==> config.mk <==
export PLATFORM = sky130hd
export DESIGN_NAME = stream_mux_n
export DESIGN_NICKNAME = d
export VERILOG_FILES = /design/src/rtl/stream_mux_n.sv
export SDC_FILE = /design/constraint.sdc
export NUM_CORES = 1
export LEC_CHECK = 0
export ABC_AREA = 0
export CAP_MARGIN = 30
export CELL_PAD_IN_SITES_DETAIL_PLACEMENT = 1
export CELL_PAD_IN_SITES_GLOBAL_PLACEMENT = 2
export CORE_AREA = 2 2 122 124
export CTS_CLUSTER_DIAMETER = 40
export DETAILED_ROUTE_END_ITERATION = 8
export DIE_AREA = 0 0 124 126
export GPL_ROUTABILITY_DRIVEN = 0
export GPL_TIMING_DRIVEN = 0
export PLACE_DENSITY_LB_ADDON = 0.1
export SLEW_MARGIN = 20
export SYNTH_ARGS = -nofsm -noshare
export SYNTH_HDL_FRONTEND = slang
export SYNTH_SLANG_ARGS = --single-unit
==> constraint.sdc <==
create_clock -name clk -period 5.8 [get_ports clk]
set_input_delay 1.74 -clock clk [delete_from_list [all_inputs] [get_ports clk]]
set_output_delay 1.74 -clock clk [all_outputs]
set_load 0.02 [all_outputs]
==> src/rtl/stream_mux_n.sv <==
// stream_mux_n: N:1 stream multiplexer, fixed-select or round-robin, registered output.
// Latency: 1 cycle from input accept to out_valid; full throughput of one beat per cycle.
// Backpressure: a stalled output register (out_valid && !out_ready) drops every in_ready.
//
// Ports:
//   clk, rst            rising-edge clock, asynchronous active-high reset
//   mode, sel           0 = channel chosen by sel; 1 = round-robin over valid channels
//   in_data/valid/ready flattened per-channel inputs, channel i = in_data[i*WIDTH +: WIDTH]
//   out_data/valid/ready registered output stream; out_src names the producing channel
// Optional feature (macro STREAM_MUX_LOCK_EN): adds in_last/out_last and holds the
// round-robin grant on one channel until its in_last beat is accepted.
module stream_mux_n #(
    parameter  int WIDTH  = 32,
    parameter  int NUM_IN = 4,
    localparam int SEL_W  = $clog2(NUM_IN)
) (
    input  logic                    clk,
    input  logic                    rst,
    input  logic                    mode,
    input  logic [SEL_W-1:0]        sel,
    input  logic [NUM_IN*WIDTH-1:0] in_data,
    input  logic [NUM_IN-1:0]       in_valid,
    output logic [NUM_IN-1:0]       in_ready,
    output logic [WIDTH-1:0]        out_data,
    output logic                    out_valid,
    input  logic                    out_ready,
`ifdef STREAM_MUX_LOCK_EN
    input  logic [NUM_IN-1:0]       in_last,
    output logic                    out_last,
`endif
    output logic [SEL_W-1:0]        out_src
);

    logic [SEL_W-1:0] rr_ptr;
    logic [SEL_W-1:0] grant;
    logic [SEL_W-1:0] cand;
    logic [SEL_W-1:0] rr_next;
    logic             grant_valid;
    logic             load_en;
    logic             accept;
    logic [WIDTH-1:0] grant_data;

`ifdef STREAM_MUX_LOCK_EN
    logic             locked;
    logic [SEL_W-1:0] lock_ch;
`endif

    // The output register can take a new beat when empty or when it drains this cycle.
    assign load_en = !out_valid || out_ready;

    always_comb begin
        grant       = '0;
        grant_valid = 1'b0;
        cand        = '0;
        if (mode == 1'b0) begin
            if (int'(sel) < NUM_IN) begin
                grant       = sel;
                grant_valid = 1'b1;
            end
        end
`ifdef STREAM_MUX_LOCK_EN
        else if (locked) begin
            // Mid-packet: the channel keeps the grant whether or not it is valid right now.
            grant       = lock_ch;
            grant_valid = 1'b1;
        end
`endif
        else begin
            // Scan from farthest to nearest so the valid channel closest to rr_ptr wins last.
            for (int k = NUM_IN - 1; k >= 0; k--) begin
                cand = SEL_W'((int'(rr_ptr) + k) % NUM_IN);
                if (in_valid[cand]) begin
                    grant       = cand;
                    grant_valid = 1'b1;
                end
            end
        end
    end

    always_comb begin
        grant_data = '0;
        for (int i = 0; i < NUM_IN; i++) begin
            if (grant == SEL_W'(i)) begin
                grant_data = in_data[i*WIDTH +: WIDTH];
            end
        end
    end

    // in_ready is independent of in_valid so a fixed-select producer can see ready up front.
    always_comb begin
        for (int i = 0; i < NUM_IN; i++) begin
            in_ready[i] = !rst && load_en && grant_valid && (grant == SEL_W'(i));
        end
    end

    assign accept  = !rst && load_en && grant_valid && in_valid[grant];
    assign rr_next = (int'(grant) == NUM_IN - 1) ? '0 : grant + 1'b1;

    always_ff @(posedge clk or posedge rst) begin
        if (rst) begin
            out_valid <= 1'b0;
            out_data  <= '0;
            out_src   <= '0;
            rr_ptr    <= '0;
`ifdef STREAM_MUX_LOCK_EN
            out_last  <= 1'b0;
            locked    <= 1'b0;
            lock_ch   <= '0;
`endif
        end else if (accept) begin
            out_valid <= 1'b1;
            out_data  <= grant_data;
            out_src   <= grant;
`ifdef STREAM_MUX_LOCK_EN
            out_last  <= in_last[grant];
            if (mode) begin
                if (in_last[grant]) begin
                    locked <= 1'b0;
                    rr_ptr <= rr_next;
                end else begin
                    locked  <= 1'b1;
                    lock_ch <= grant;
                end
            end
`else
            if (mode) begin
                rr_ptr <= rr_next;
            end
`endif
        end else if (load_en) begin
            // Drained with nothing to replace it: data and source keep their last value.
            out_valid <= 1'b0;
        end
    end

endmodule

==> results of run 1 <==
[placed cells by master (no fill, tap or decap), types with 2 or more instances in the layout]
master / n
o21ai_0: 35
dlygate4sd2_1: 4
nand2b_1: 2
and2_1: 4
buf_6: 3
a21oi_1: 36
clkdlybuf4s50_1: 168
clkbuf_4: 3
mux2i_1: 3
nand2_1: 38
buf_2: 2
buf_4: 4
mux2_1: 9
ha_4: 3
inv_2: 3
mux2_2: 24
clkbuf_1: 16
inv_1: 7
clkbuf_16: 5
nor2b_1: 3
a22oi_1: 32
nor2_1: 34
dfrtp_1: 37
[metrics by stage]
step / hold slack [ns] / TNS [ns] / worst slack, ns / cell area, sq um
3_5_place_dp: 0.478 / -3.55 / -1.24 / 4640
6_report: 0.482 / 0 / 0.239 / 4860
2_1_floorplan: 0.598 / 0 / 0.343 / 2650
5_1_grt: 0.514 / 0 / 0.0368 / 4860
3_3_place_gp: 0.468 / -3.78 / -1.32 / 4620
4_1_cts: 0.492 / 0 / 0.00630 / 4860
[registers in the layout (all words and copies together), names as in the netlist]
| register | flops |
|---|---|
| out_data | 32 |
| out_src | 2 |
| rr_ptr | 2 |
| out_valid | 1 |
[worst reg2reg max path, cell delays in order (launching register included)]
cell      delay [ns]
dfrtp_1         0.35
buf_2           0.17
or3b_1          0.38
a41o_1          0.29
o41ai_4         0.09
ha_2            0.29
nor2b_1         0.29
clkbuf_1        0.49
a22oi_1         0.13
nor2_1          0.12
a21oi_1         0.05
o21ai_0         0.20
mux2_2          0.18
[layer usage]
| layer | up-vias | wire [um] |
|---|---|---|
| li1 | 1489 | - |
| met1 | 1471 | 4910 |
| met2 | 101 | 5950 |
| met3 | 5 | 964 |
| met4 | 0 | 90 |
| met5 | - | 0 |
[area by class of cell]
cell class / count / share of cell area (%)
inverters: 10 / 0.772
clock buffers: 7 / 2.93
multi-input cells: 242 / 33.3
flip-flops and latches: 37 / 19.0
plain buffers: 24 / 2.68
repair buffers: 178 / 36.5
well taps: 184 / 4.73
[repair_timing]
| item | in CTS | in global routing |
|---|---|---|
| setup buffers | 3 | 0 |
| cloned | 0 | 0 |
| endpoints found under the setup margin | 4 | 4 |
| pin swaps | 3 | 0 |
| gates resized for setup | 22 | 5 |
[logic make-up (layout without fill, tap and decap cells)]
family                     count (synthesis)  in the layout  synth area share, %
DFF                                       37             37                 35.0
buffers and inverters                     37            219                 6.33
AOI/OAI and AO/OA                        114            114                 27.5
adders and majority gates                  4              4                 1.89
muxes                                     36             36                 15.2
and+or+nand+nor                           88             88                 14.2
[how the worst min path moves through the flow]
stage                         endpoint  slack, ns  cells after the start
after floorplan              rr_ptr[0]       0.60                      2
after global placement    out_data[27]       0.47                      1
after detailed placement  out_data[20]       0.48                      1
after CTS                 out_data[20]       0.49                      1
after global routing       out_data[6]       0.51                      1
final                     out_data[20]       0.48                      1
[report_power, final]
part	switching (W)	internal, W	total [W]
logic	0.000586	0.000551	0.00114
registers	0.0000652	0.000388	0.000453
clock network	0.000105	0.000169	0.000274
==> summary.md, run 1 <==
| Metric | Value |
|---|---|
| Leakage | 1.93 nW |
| Worst-path cell chain | clkdlybuf4s50_1 > nor2b_2 > o41ai_4 > buf_4 > ha_4 > clkbuf_4 > and2_1 > dlygate4sd2_1 |
| Min-delay src | out_data[20] |
| WL per Instance | 17.5 um |
| Die Width | about 120 um |
| Synth area leader | dfrtp_1 |
| Worst reg2reg endpoint | out_data[3] |
| Initial Utilization | between 10% and 20% |
| Cell with the most instances after synthesis | nand2_1 |
| Final setup viols | 0 |
| Max VDD drop | between 0.1 and 0.15 mV |
| Critical Path Start | sel[1] |
| GRT met3 Usage | under 10% |
| Initial antenna violation count | 0 |
| Clock Latency Late Sink | roughly 0.28 ns |
| EDFF count, synth | 0 |
| Worst path depth | 8 |
| Max Clk Rate | 180 MHz |
| Synth Cell Area | approximately 2600 sq um |
| Total Routed Length | roughly 12000 um |
| Clock-pin slew on the worst setup and hold paths | roughly 0.060 ns |
| Largest net degree at the start of global routing | 23 |
| Commonest cells post-synth | nand2_1 (38), dfrtp_1 (37), a21oi_1 (36) |
| TritonCTS clock tree | yes |
| Total power | between 0.0015 and 0.002 W |
| Fraction of layout cells with a size suffix above 1 | between 10% and 20% |
| Nets | 640 |
| Most area-consuming cells after synthesis | dfrtp_1 (35%), mux2_2 (10%), a22oi_1 (9.1%) |
| Worst Path Max Fanout | 10 |
| First-pass GRT wire length | about 18000 um |
| Worst relative slew slack | 56.2% |
| Post-synth top area share | 35.0% |
| Post-Syn Instances | around 320 |
| Ant diodes | 0 |
| Met2 GRT Util | a little over a quarter |
| H-tree lvl count | 2 |
| Bufs and invs on worst path | 4 |
| Top_reg_cell synth | dfrtp_1 |
| Slew @ Worst Pin | about 0.65 ns |
| Maxcap violations | 0 |
| Drt pass-1 iters | 4 |
| Period utilisation layout | a little over nine tenths |
| CP Capture Point | in_ready[1] |
| Vias in the first global route | approximately 3300 |
| Fin. max-slew vios | 0 |
| PwrDens | roughly 380 nW/um^2 |
| CP Data Required Time | 4.06 ns |
| #FFs+latches synth | 37 |
| Avg Inst Size Synth | ~8.4 sq um |
| PortBufs | around 170 |
| Post-DRT Antenna Nets | 0 |
| Post-layout minimum cycle time | 5.56 ns |
| CTS max path bufs | 2 |
| Fillers | 1692 |
| Area Overhead vs Synth | 83.6% |
| Crit Path Class | in2out |
| Syn nets | 458 |
| Overall Global Routing Usage | between 10% and 20% |
| CP Launch Type | input pin |
| Row count | 44 |
| Worst R2R Start | rr_ptr[1] |
| Worst path top cell family by delay | buffers and inverters |
| Register area share after synthesis | 35.0% |
| Worst reg2reg path depth | 12 |
| Die ar. | 15600 sq um |
| Skew final | between 0.002 and 0.0025 ns |
| RSZ-0062 raised after global routing | no |
| Post-synth ARST share | between 90% and 100% |
| CTS root buf | clkbuf_16 |
| Crit path DAT | 3.82 ns |
| Final hold viol count | 0 |
| Syn. warnings | 0 |
| DP HPWL | 9140 um |
| CTS Buf Count | 5 |
| Outcome | finished, final reports clean |
| GR Overflow Total | 0 |
| Synth unique cells | 34 |
| DRC viols | 0 |
| Die height | approximately 130 um |
| Core ar. | 14300 sq um |
| Inst Count DP | a little under 700 |
| Reg-to-reg slack, setup | 2.71 ns |
| Non-Filler Instances | about 680 |
| Final Util | around a third |
| Busiest layer in global routing | met2 |
| Iteration-0 DRC Markers | 86 |
| Vias per cell | 4.50 |
| DR vias | 3066 |
| Footprint of the multi-input gates | 1620 sq um |
| Met1 Usage GRT | between 10% and 20% |
| Hold crit path type | reg2reg |
| Critical Path Sink Type | output pin |
| I/O Pins | between 150 and 200 |
| Worst path slowest cell | o41ai_4 |
| FF+latch area | a little over 900 sq um |
| Post-CTS Hold Buffers | 0 |
| Largest stage delay, worst path | ~0.42 ns |
| Sink Count | 37 |
Power figures use the tool's default switching activity.
==> run 2, diff against run 1 <==
--- a/config.mk
+++ b/config.mk
@@ -13,7 +13,7 @@
 export CTS_CLUSTER_DIAMETER = 40
 export DETAILED_ROUTE_END_ITERATION = 8
 export DIE_AREA = 0 0 124 126
-export GPL_ROUTABILITY_DRIVEN = 0
+export GPL_ROUTABILITY_DRIVEN = 1
 export GPL_TIMING_DRIVEN = 0
 export PLACE_DENSITY_LB_ADDON = 0.1
 export SLEW_MARGIN = 20
==> results of run 2 <==
Final layout, timing and power as in run 1 (identical DEF).
